## config.mk

```make
export PLATFORM = sky130hd
export DESIGN_NAME = sad_search_sequencer
export DESIGN_NICKNAME = d
export VERILOG_FILES = /design/src/rtl/sad_search_sequencer.sv
export SDC_FILE = /design/constraint.sdc
export NUM_CORES = 1
export LEC_CHECK = 0
export ABC_AREA = 1
export ABC_CLOCK_PERIOD_IN_PS = 2880
export BUFFER_PORTS_ARGS = -buffer_cell sky130_fd_sc_hd__buf_4
export CAP_MARGIN = 10
export CORE_MARGIN = 8
export CORE_UTILIZATION = 30
export CTS_CLUSTER_SIZE = 8
export DETAILED_ROUTE_END_ITERATION = 16
export GPL_ROUTABILITY_DRIVEN = 0
export PLACE_DENSITY = 0.6
export SETUP_SLACK_MARGIN = 0.3
export SYNTH_ARGS = -nofsm -noshare
export SYNTH_HDL_FRONTEND = slang
export SYNTH_SLANG_ARGS = --single-unit
```

## constraint.sdc

```tcl
create_clock -name clk -period 2.88 [get_ports clk]
set_input_delay 0.432 -clock clk [delete_from_list [all_inputs] [get_ports clk]]
set_output_delay 0.432 -clock clk [all_outputs]
set_load 0.1 [all_outputs]
```

## src/rtl/sad_search_sequencer.sv

```systemverilog
// Sequences one SAD block-match search: issues candidate pairs into SAD1, folds the
// final-stage A/B minima into a running best, and reports the winner with a done pulse.
module sad_search_sequencer #(
  parameter int NUM_CANDIDATES = 64,
  parameter int DRAIN_LIMIT    = 15
) (
  input  logic        clk,
  input  logic        rst_n,
  input  logic        start,
  input  logic        hold,
  output logic        issue_valid,
  output logic [15:0] issue_index_a,
  output logic [15:0] issue_index_b,
  output logic        issue_trigger_boss,
  input  logic        res_valid,
  input  logic        res_trigger_boss,
  input  logic [15:0] res_index_a,
  input  logic [15:0] res_index_b,
  input  logic [13:0] res_value_a,
  input  logic [13:0] res_value_b,
  output logic        busy,
  output logic        done,
  output logic [15:0] best_index,
  output logic [13:0] best_value,
  output logic        err
);

  localparam int          P          = NUM_CANDIDATES / 2;
  localparam logic [14:0] LAST_K     = 15'(P - 1);
  localparam logic [15:0] P_CNT      = 16'(P);
  localparam logic [15:0] DRAIN_LAST = 16'(DRAIN_LIMIT - 1);

  typedef enum logic [1:0] {S_IDLE, S_ISSUE, S_DRAIN, S_DONE} state_t;

  state_t      state_q, state_d;
  logic [14:0] k_q, k_d;
  logic [15:0] drain_cnt_q, drain_cnt_d;
  logic [15:0] res_cnt_q, res_cnt_d;
  logic [15:0] best_index_q, best_index_d;
  logic [13:0] best_value_q, best_value_d;
  logic        err_q, err_d;
  logic        iss_valid_q, iss_valid_d;
  logic [15:0] iss_a_q, iss_a_d;
  logic [15:0] iss_b_q, iss_b_d;
  logic        iss_tb_q, iss_tb_d;
  logic [29:0] win;

  // Lane A wins ties because it always carries the lower candidate index.
  function automatic logic [29:0] pick_winner(input logic [15:0] ia, input logic [13:0] va,
                                              input logic [15:0] ib, input logic [13:0] vb);
    return (va <= vb) ? {ia, va} : {ib, vb};
  endfunction

  always_comb begin
    state_d      = state_q;
    k_d          = k_q;
    drain_cnt_d  = drain_cnt_q;
    res_cnt_d    = res_cnt_q;
    best_index_d = best_index_q;
    best_value_d = best_value_q;
    err_d        = err_q;
    iss_valid_d  = 1'b0;
    iss_a_d      = 16'd0;
    iss_b_d      = 16'd0;
    iss_tb_d     = 1'b0;
    win          = pick_winner(res_index_a, res_value_a, res_index_b, res_value_b);

    // Strict compare keeps the earliest index when a later pair only ties the best.
    if ((state_q == S_ISSUE || state_q == S_DRAIN) && res_valid) begin
      if (win[13:0] < best_value_q) begin
        best_index_d = win[29:14];
        best_value_d = win[13:0];
      end
      res_cnt_d = res_cnt_q + 16'd1;
    end

    case (state_q)
      S_IDLE: begin
        if (start) begin
          state_d      = S_ISSUE;
          k_d          = 15'd0;
          best_index_d = 16'hFFFF;
          best_value_d = 14'h3FFF;
          err_d        = 1'b0;
          res_cnt_d    = 16'd0;
        end
      end
      S_ISSUE: begin
        drain_cnt_d = 16'd0;
        if (!hold) begin
          iss_valid_d = 1'b1;
          iss_a_d     = {k_q, 1'b0};
          iss_b_d     = {k_q, 1'b1};
          iss_tb_d    = (k_q == LAST_K);
          k_d         = k_q + 15'd1;
          if (k_q == LAST_K) state_d = S_DRAIN;
        end
      end
      S_DRAIN: begin
        if (res_valid && res_trigger_boss) begin
          state_d = S_DONE;
          if (res_cnt_q + 16'd1 != P_CNT) err_d = 1'b1;
        end else if (drain_cnt_q == DRAIN_LAST) begin
          state_d = S_DONE;
          err_d   = 1'b1;
        end else begin
          drain_cnt_d = drain_cnt_q + 16'd1;
        end
      end
      S_DONE:  state_d = S_IDLE;
      default: state_d = S_IDLE;
    endcase
  end

  always_ff @(posedge clk or negedge rst_n) begin
    if (!rst_n) begin
      state_q      <= S_IDLE;
      k_q          <= 15'd0;
      drain_cnt_q  <= 16'd0;
      res_cnt_q    <= 16'd0;
      best_index_q <= 16'hFFFF;
      best_value_q <= 14'h3FFF;
      err_q        <= 1'b0;
      iss_valid_q  <= 1'b0;
      iss_a_q      <= 16'd0;
      iss_b_q      <= 16'd0;
      iss_tb_q     <= 1'b0;
    end else begin
      state_q      <= state_d;
      k_q          <= k_d;
      drain_cnt_q  <= drain_cnt_d;
      res_cnt_q    <= res_cnt_d;
      best_index_q <= best_index_d;
      best_value_q <= best_value_d;
      err_q        <= err_d;
      iss_valid_q  <= iss_valid_d;
      iss_a_q      <= iss_a_d;
      iss_b_q      <= iss_b_d;
      iss_tb_q     <= iss_tb_d;
    end
  end

  assign issue_valid        = iss_valid_q;
  assign issue_index_a      = iss_a_q;
  assign issue_index_b      = iss_b_q;
  assign issue_trigger_boss = iss_tb_q;
  assign busy               = (state_q == S_ISSUE) || (state_q == S_DRAIN);
  assign done               = (state_q == S_DONE);
  assign best_index         = best_index_q;
  assign best_value         = best_value_q;
  assign err                = err_q;

endmodule

```

# Yosys cells after proc, flatten, opt, wreduce, memory -nomap -nowiden
# Index checks and enable logic that the tools add are counted.
[word_totals]
wordCells = 77
ram_bits = 0
romBits = 0
latchBits = 0
in_bits = 66
register_bits = 114
n_memories = 0
[classes]
order_cmp = 2
bitwise = 0
n_shift = 0
n_reduce_logical = 11
add_sub_neg = 3
n_div = 0
n_eq_ne = 13
multipliers = 0
muxes = 37
[op_table]
columns = ["cell", "n"]
rows = [
  ["2-to-1 mux 16 bit", 13],
  ["2-to-1 mux 14 bit", 4],
  ["adder 16 x 1 -> 16 bit, second input constant", 2],
  ["one-hot mux 16 bit (2 select lines)", 1],
  ["2-to-1 mux 15 bit", 2],
  ["2-to-1 mux 30 bit", 1],
  ["one-hot mux 15 bit (2 select lines)", 1],
  ["equality test 16 x 4 -> 1 bit, second input constant", 1],
  ["!= test 16 x 6 -> 1 bit, second input constant", 1],
  ["adder 15 x 1 -> 15 bit, second input constant", 1],
  ["equality test 15 x 5 -> 1 bit, second input constant", 1],
  ["less-or-equal comparator 14 bit", 1],
  ["< comparator 14 bit", 1],
  ["2-to-1 mux 2 bit", 5],
  ["2-to-1 mux 1 bit", 8],
  ["!= test 2 bit, second input constant", 4],
  ["one-hot mux 2 bit (4 select lines)", 1],
  ["AND reduction 4 bit", 2],
  ["AND reduction 3 bit", 2],
  ["nonzero test 2 bit", 3],
  ["equality test 2 bit, second input constant", 2],
  ["!= test 3 x 1 -> 1 bit, second input constant", 1],
  ["!= test 3 x 2 -> 1 bit, second input constant", 1],
  ["equality test 2 x 1 -> 1 bit, second input constant", 1],
  ["5 further kinds", 6],
]

# Longest topological paths before layout
# Gate-level depths: netlist (run 1).
[logic_depth]
depth_word = 7
mapped_depth = 23
depth_no_buf = 21

# Worst setup path after synthesis (run 1)
# No wires, ideal clock.
[synth_timing]
path_type = "input-to-reg"
start = "input res_value_b[13]"
end = "register best_value_q[10], in the netlist best_value[10]"
arrival_time_ns = 3.181
setup_slack_ns = -0.368
setup_time_ns = 0.067
cell_stages = 18
cell_sequence = "inv_1 > ha_1 > nand2_1 > nor2_2 > and2_4 > nand4_2 > nand2_4 > clkbuf_1 > o21ai_0 > ha_1 > a21oi_1 > o21ai_1 > nand3_1 > a21oi_1 > a2111oi_4 > clkbuf_1 > nand3_1 > nand3_2"
[synth_between]
elab_chain_cells = 7
[synth_lines]
columns = ["item", "line_no", "rtl"]
rows = [
  ["from (decl)", "20", "input logic [13:0] res_value_b,"],
  ["less-or-equal comparator 14 bit", "51", "return (va <= vb) ? {ia, va} : {ib, vb};"],
  ["2-to-1 mux 30 bit *", "51", ""],
  ["< comparator 14 bit", "70", "if (win[13:0] < best_value_q) begin"],
  ["2-to-1 mux 14 bit *", "70", ""],
  ["2-to-1 mux 14 bit *", "69", "if ((state_q == S_ISSUE || state_q == S_DRAIN) && res_valid) begin"],
  ["2-to-1 mux 14 bit", "79", "if (start) begin"],
  ["2-to-1 mux 14 bit *", "77", "case (state_q)"],
  ["via best_value_d[10]", "40", "logic [13:0] best_value_q, best_value_d;"],
  ["to (signal assigned)", "134", "best_value_q <= best_value_d;"],
  ["to (decl)", "40", ""],
]
# The timed path passes the listed nets; every way through them passes the cells marked *.
# A chain may end at the register's enable or synchronous reset.

# Final worst setup path (run 1)
[layout_timing]
start = "input res_value_b[11]"
end = "register best_index_q[15], in the netlist best_index[15]"
[layout_between]
elab_chain_cells = 7
[layout_lines]
columns = ["item", "line_no", "rtl"]
rows = [
  ["less-or-equal comparator 14 bit", "51", ""],
  ["2-to-1 mux 30 bit *", "51", ""],
  ["< comparator 14 bit", "70", ""],
  ["2-to-1 mux 16 bit *", "70", ""],
  ["2-to-1 mux 16 bit *", "69", ""],
  ["2-to-1 mux 16 bit", "79", ""],
  ["2-to-1 mux 16 bit *", "77", ""],
  ["via best_index_d[15]", "39", "logic [15:0] best_index_q, best_index_d;"],
  ["to (signal assigned)", "133", "best_index_q <= best_index_d;"],
  ["to (decl)", "39", ""],
]
# Marks and branches as above.

==> impl_metrics.tcl, run 1 <==
set metrics [dict create \
    cp.arrival_ns 3.17 \
    grt_pass1_vias 5590 \
    worst_slew_pin_slew_ns 0.8136 \
    status "finished, violations left" \
    critPathMaxFanout 7 \
    ys_seq_area_share_pct 39.18 \
    avgViaCountPerCell 4.648 \
    chipWidth_microns 160.8 \
    required_ns 3.12 \
    port_buffers 131 \
    startpoint "res_value_b[11]" \
    rsz0062_at_grt "yes" \
    place_area_sq_um 7926 \
    drive_above_1_share_pct 46.31 \
    syn-instance-count 725 \
    fmaxAchievable_mhz 341.6 \
    nNetsFinal 1004 \
    crit_chain "buf_8 -> inv_12 -> ha_4 -> nand2_4 -> nor2_4 -> and2_4 -> nand4_4 -> nand2_4 -> buf_6 -> nand2_1 -> o21ai_1 -> buf_4 -> ha_4 -> nand2_1 -> nor2_1 -> a211oi_2 -> nand2_2 -> nand2_8 -> nand2_8 -> buf_12 -> buf_12 -> nand2_2 -> nand3_2" \
    rrSetupSlack_ns 0.52 \
    synth_area_leaders "dfrtp_1 27%, dfstp_2 13%, ha_1 7.2%" \
    hold_violations 0 \
    die_y_microns 160.8 \
    drc_errors 0 \
    worst_path_dominant_cell_family "simple AND/OR/NAND/NOR gates" \
    num_rows 53 \
    synth_top_area_share_pct 26.65 \
    fp.dieArea_sq_um 25860 \
    grt_antenna_before_repair 0 \
    drtAntennaViolNets 0 \
    post-route-period-util_pct 101.7 \
    p_total_w 0.009506 \
    wl_per_cell_microns 14.43 \
    coreArea_sq_um 20820 \
    dr.pass1.iters 4 \
    avgSynthCellArea_sq_um 8.677 \
    synthArstFlopShare_pct 100.0 \
    ir_drop_mv 0.9497 \
    cts_tree "done" \
    endpoint "best_index[15]" \
    finalCriticalPeriod_ns 2.928 \
    synth_edf_count 0 \
    synth_cell_types 44 \
    setup_slack_ns -0.04757 \
    drt_wl_total_mm 17.06 \
    place_ws_ns -0.6011 \
    p_per_area_nw_per_um2 1052 \
    criticalPathCategory "input port to flop" \
    reg2reg_depth 12 \
    initialDrtViolationCount 213 \
    io-pin-count 133 \
    grt_max_degree 61 \
    start_kind "input port" \
    cp_num_buf_inv 6 \
    grt_pass1_wl_mm 28.33 \
    final-setup-viol-count 23 \
    endpoint_kind "flop" \
    min_path_type "input port to asynchronous set/reset pin" \
    cap_violations 0 \
    htreeDepth 3 \
    violations "negative setup slack" \
    max_stage_delay_ns 0.26 \
    synth_area_sq_um 6291 \
    grt.total_usage_pct 13.19 \
    slew_viol_final 0 \
    ys.flop_type "dfrtp_1" \
    clock-sinks 97 \
    postLayoutCellArea_sq_um 9035 \
    cp_slowest_cell "ha_4" \
    root_buffer "clkbuf_16" \
    grt.overflow.total 0 \
    area_growth_pct 43.62 \
    clock_latency_ns 0.35 \
    p_leak_nw 4.179 \
    postSynthNetCount 827 \
    start_util_pct 30.21 \
    worst_clock_skew_ns 0.005772 \
    cts_made_buffers 9 \
    crit_cells 23 \
    r2r-start "state_q[1]" \
    timing.rr.end "k_q[14]" \
    final_core_util_pct 43.39 \
    ys_ff_latch 97 \
    yosysTopAreaCell "dfrtp_1" \
    vias 5494 \
    yosysWarnings 0 \
    num_antenna_cells 0 \
    clkSlewWorstSetupHoldPaths_ns 0.07 \
    cts.path.max_buffers 2 \
    slew-limit-headroom_pct 45.56 \
    dp_hpwl_mm 11.94 \
]
==> what timing repair did <==
item | CTS | global route
hold buffers | 0 | 0
endpoints found under the hold margin | 0 | 0
endpoints found under the setup margin | 30 | 30
pin swaps | 31 | 12
gates resized for setup | 67 | 44
buffers inserted | 13 | 3
cloned | 7 | 1
==> cells in the mapped netlist (18+ instances only) <==
library cell and instances:
nand2_1 103, inv_1 86, dfrtp_1 67, nand3_1 63
nor2_1 39, o21ai_0 37, a21oi_1 36, ha_1 36
dfstp_2 30, nand3_2 23, nand2_4 22, nor3_1 21
xor2_1 20, buf_4 18
==> placed cells by master, fill, tap and decap left out, types with 28 or more instances in the layout <==
cell,n
buf_4,172
nand2_1,80
inv_1,75
dfrtp_1,67
nand3_1,52
nor2_1,37
nand3_2,34
a21oi_1,31
dfstp_2,30
nand2_4,28
==> stage by stage <==
step,hold slack (ns),setup TNS (ns),std cells
after floorplan,0.1364,-6.197,725
after global placement,0.4368,-15.48,1142
after detailed placement,0.4393,-16.93,1142
after CTS,0.05330,0,1178
after global routing,0.07635,-3.748,1182
final,0.04909,-0.4479,1182
==> metal layers <==
layer	routed length, microns	global-route usage [%]	vias to the layer above
met5	0	0	-
met4	202	2.778	0
met3	806	3.532	15
met2	7826	21.31	133
met1	8222	17.38	2578
li1	-	-	2768
==> worst min-delay path by stage <==
stage / from / endpoint / slack [ns] / cells after the start
after floorplan: rst_n / drain_cnt_q[0] / 0.14 / 0
after global placement: rst_n / drain_cnt_q[4] / 0.44 / 1
after detailed placement: rst_n / drain_cnt_q[4] / 0.44 / 1
after CTS: rst_n / drain_cnt_q[4] / 0.05 / 1
after global routing: rst_n / drain_cnt_q[7] / 0.08 / 1
final: rst_n / drain_cnt_q[5] / 0.05 / 1
==> state kept, by name, indices dropped and copies added (netlist names) <==
signal,cells
best_value,14
issue_index_b,14
drain_cnt_q,16
issue_index_a,1
res_cnt_q,16
err,1
state_q,2
issue_trigger_boss,1
best_index,16
issue_valid,1
k_q,15
==> area by class of cell <==
| type | count | area, sq um |
|---|---|---|
| clock inverters | 5 | 45.04 |
| repair buffers | 206 | 1843 |
| fillers | 2024 | 11790 |
| flip-flops and latches | 97 | 2465 |
| clock buffers | 11 | 242.7 |
| inverters | 93 | 376.6 |
| multi-input cells | 495 | 3719 |
| well taps | 275 | 344.1 |
==> cell families after synthesis <==
family | share of synthesized area (%)
AO/OA/AOI/OAI | 8.811
XOR/XNOR | 3.341
adder cells (fa/ha/maj) | 7.160
buffers and inverters | 10.14
flip-flops | 39.18
multiplexers | 2.864
other | 0.05961
AND/OR/NAND/NOR | 28.44
==> power by group <==
group          internal [W]  switching, W
clock              0.000624      0.000551
sequential          0.00194      0.000439
combinational       0.00205       0.00391
total               0.00461       0.00490
Note: power is estimated with default switching activity, not from simulation.
==> inputs of run 2 (changes only) <==
ABC_AREA = not set   (was 1)
MAX_ROUTING_LAYER = met4   (was not set)
==> impl_metrics.tcl, run 2 <==
set metrics [dict create \
    grt.overflow.total 0 \
    nNetsFinal 893 \
    avgViaCountPerCell 4.858 \
    slew-limit-headroom_pct 44.73 \
    grt_antenna_before_repair 1 \
    place_area_sq_um 7835 \
    violations "negative setup slack" \
    min_path_type "input port to asynchronous set/reset pin" \
    postLayoutCellArea_sq_um 8755 \
    port_buffers 131 \
    die_y_microns 157.2 \
    syn-instance-count 633 \
    post-route-period-util_pct 121.9 \
    synth_edf_count 0 \
    setup_tns_ns -18.16 \
    drt_wl_total_mm 17.25 \
    criticalPathCategory "input port to flop" \
    p_per_area_nw_per_um2 810.9 \
    cap_violations 0 \
    start_kind "input port" \
    layout_commonest_cell "buf_4" \
    synth_area_leaders "dfrtp_1 28%, dfstp_2 13%, ha_1 7.5%" \
    ys_ff_latch 97 \
    io-pin-count 133 \
    cp_slowest_cell "or4_4" \
    finalCriticalPeriod_ns 3.511 \
    fmaxAchievable_mhz 284.8 \
    required_ns 3.16 \
    crit_chain "buf_4 -> inv_1 -> ha_4 -> nand4_1 -> buf_6 -> or4_4 -> o21a_4 -> mux2_4 -> ha_4 -> a21o_1 -> a21o_1 -> a21o_1 -> a211oi_4 -> o2111a_2 -> clkbuf_16 -> a21oi_1 -> o21ai_1" \
    dr.pass1.iters 6 \
    hold_violations 0 \
    chipWidth_microns 157.2 \
    synth_top_area_share_pct 28.02 \
    drc_errors 0 \
    wl_met3_microns 934 \
    cp_num_buf_inv 4 \
    worst_slew_pin_slew_ns 0.8260 \
    start_util_pct 30.64 \
    synth_area_sq_um 5983 \
    postSynthNetCount 735 \
    routed.top_layer "met4" \
    crit_top_cell "a21o_1" \
    final_cell_mix "161 x buf_4, 65 x dfrtp_1, 46 x nor2_1" \
    hold_buffers 0 \
    clock_latency_ns 0.35 \
    grt.total_usage_pct 14.25 \
    num_rows 51 \
    yosysMostFrequentCell "dfrtp_1" \
    ys_seq_area_share_pct 41.20 \
    endpoint_kind "flop" \
    cts.path.max_buffers 2 \
    grt_pass1_wl_mm 27.34 \
    htreeDepth 3 \
    worst_clock_skew_ns 0.009015 \
    p_leak_nw 3.823 \
    drtAntennaViolNets 0 \
    drive_above_1_share_pct 41.58 \
    max_stage_delay_ns 0.44 \
    cp.arrival_ns 3.79 \
    synthArstFlopShare_pct 100.0 \
    status "finished, violations left" \
    cts_tree "done" \
    wl_met2_mm 8.422 \
    setup_slack_ns -0.6311 \
    rsz0062_at_grt "yes" \
    cts_made_buffers 9 \
    final-setup-viol-count 30 \
    grt_max_degree 55 \
    clock-sinks 97 \
    m1WireLength_mm 7.621 \
    dp_hpwl_mm 12.49 \
    slew_viol_final 0 \
    fp.dieArea_sq_um 24720 \
    avgSynthCellArea_sq_um 9.452 \
    coreArea_sq_um 19530 \
    root_buffer "clkbuf_16" \
    critPathMaxFanout 11 \
    synth_cell_types 55 \
    clkSlewWorstSetupHoldPaths_ns 0.07 \
    ir_drop_mv 0.5001 \
    area_growth_pct 46.32 \
    wl_per_cell_microns 16.24 \
    synth_commonest_cells "67 x dfrtp_1, 52 x a21oi_1, 47 x nor2_1" \
    ys.flop_type "dfrtp_1" \
    yosysWarnings 0 \
    vias 5159 \
    grt_pass1_vias 5231 \
    worst_path_dominant_cell_family "compound AO/OA/AOI/OAI gates" \
    initialDrtViolationCount 252 \
    yosysTopAreaCell "dfrtp_1" \
]
[run 2: cell types whose count changed in the layout (fill, tap and decap cells not counted), sizes merged, moves of 11 or more]
cell | before | now
nand2 | 132 | 34
nand3 | 86 | 16
inv | 95 | 47
nor2b | 0 | 22
and2 | 1 | 22
a2111oi | 1 | 17
a21oi | 36 | 52
buf | 205 | 189
o21ai | 41 | 52
[run 2: power breakdown]
part	leakage, nW	total [W]	internal, W	switching [W]
clock network	0.156	0.00128	0.000700	0.000582
registers	1.24	0.00191	0.00170	0.000211
logic	2.43	0.00390	0.00121	0.00270
[run 2: cells by family after synthesis]
kind of cell / synth area share (%)
XOR/XNOR: 4.830
flip-flops: 41.20
buffers and inverters: 7.131
multiplexers: 3.179
adder cells (fa/ha/maj): 7.528
AND/OR/NAND/NOR: 18.84
AO/OA/AOI/OAI: 17.23
other: 0.06268
[run 2: layout make-up]
| class | instances | area, sq um |
|---|---|---|
| fill | 1882 | 10770 |
| multi-input combinational | 450 | 3776 |
| sequential | 97 | 2467 |
| timing repair buffer | 191 | 1679 |
| tap | 265 | 331.6 |
| clock buffer | 9 | 225.2 |
| inverter | 42 | 182.7 |
| clock inverter | 7 | 90.09 |
| antenna | 1 | 2.502 |
[run 2: per-layer routing]
metal	vias up	track usage, %
met3	15	2.879
li1	2551	-
met1	2480	17.04
met5	-	-
met4	0	5.032
met2	113	23.55
[run 2: worst paths after layout]
path	startpoint	end	slack [ns]	cells past startpoint
setup reg to reg	best_value[7]	best_value[13]	0.40	10
hold reg to reg	best_index[9]	best_index[9]	0.54	2
min in group clk	hold	issue_index_b[8]	0.31	2
hold / removal	rst_n	issue_index_b[12]	0.09	1
max in group asynchronous	rst_n	best_value[10]	2.03	2
setup / recovery	res_value_b[11]	best_value[13]	-0.63	17
[run 2: what timing repair did]
item,CTS,global route
endpoints found under the setup margin,30,34
pin swaps,24,20
resized for setup,34,51
buffers inserted,2,6
gates cloned,3,2
[run 2: per-stage QoR]
stage	utilization, %	total power [W]	worst slack [ns]	hold WS (ns)	std cells
3_3_place_gp	40.13	0.005526	-1.067	0.4868	1032
3_5_place_dp	40.13	0.005554	-1.127	0.4912	1032
4_1_cts	43.07	0.006932	-0.5961	0.1045	1053
6_report	44.84	0.007099	-0.6311	0.08573	1062
2_1_floorplan	-	0.004653	-0.8292	0.1364	633
5_1_grt	44.84	0.007505	-0.7625	0.1355	1062
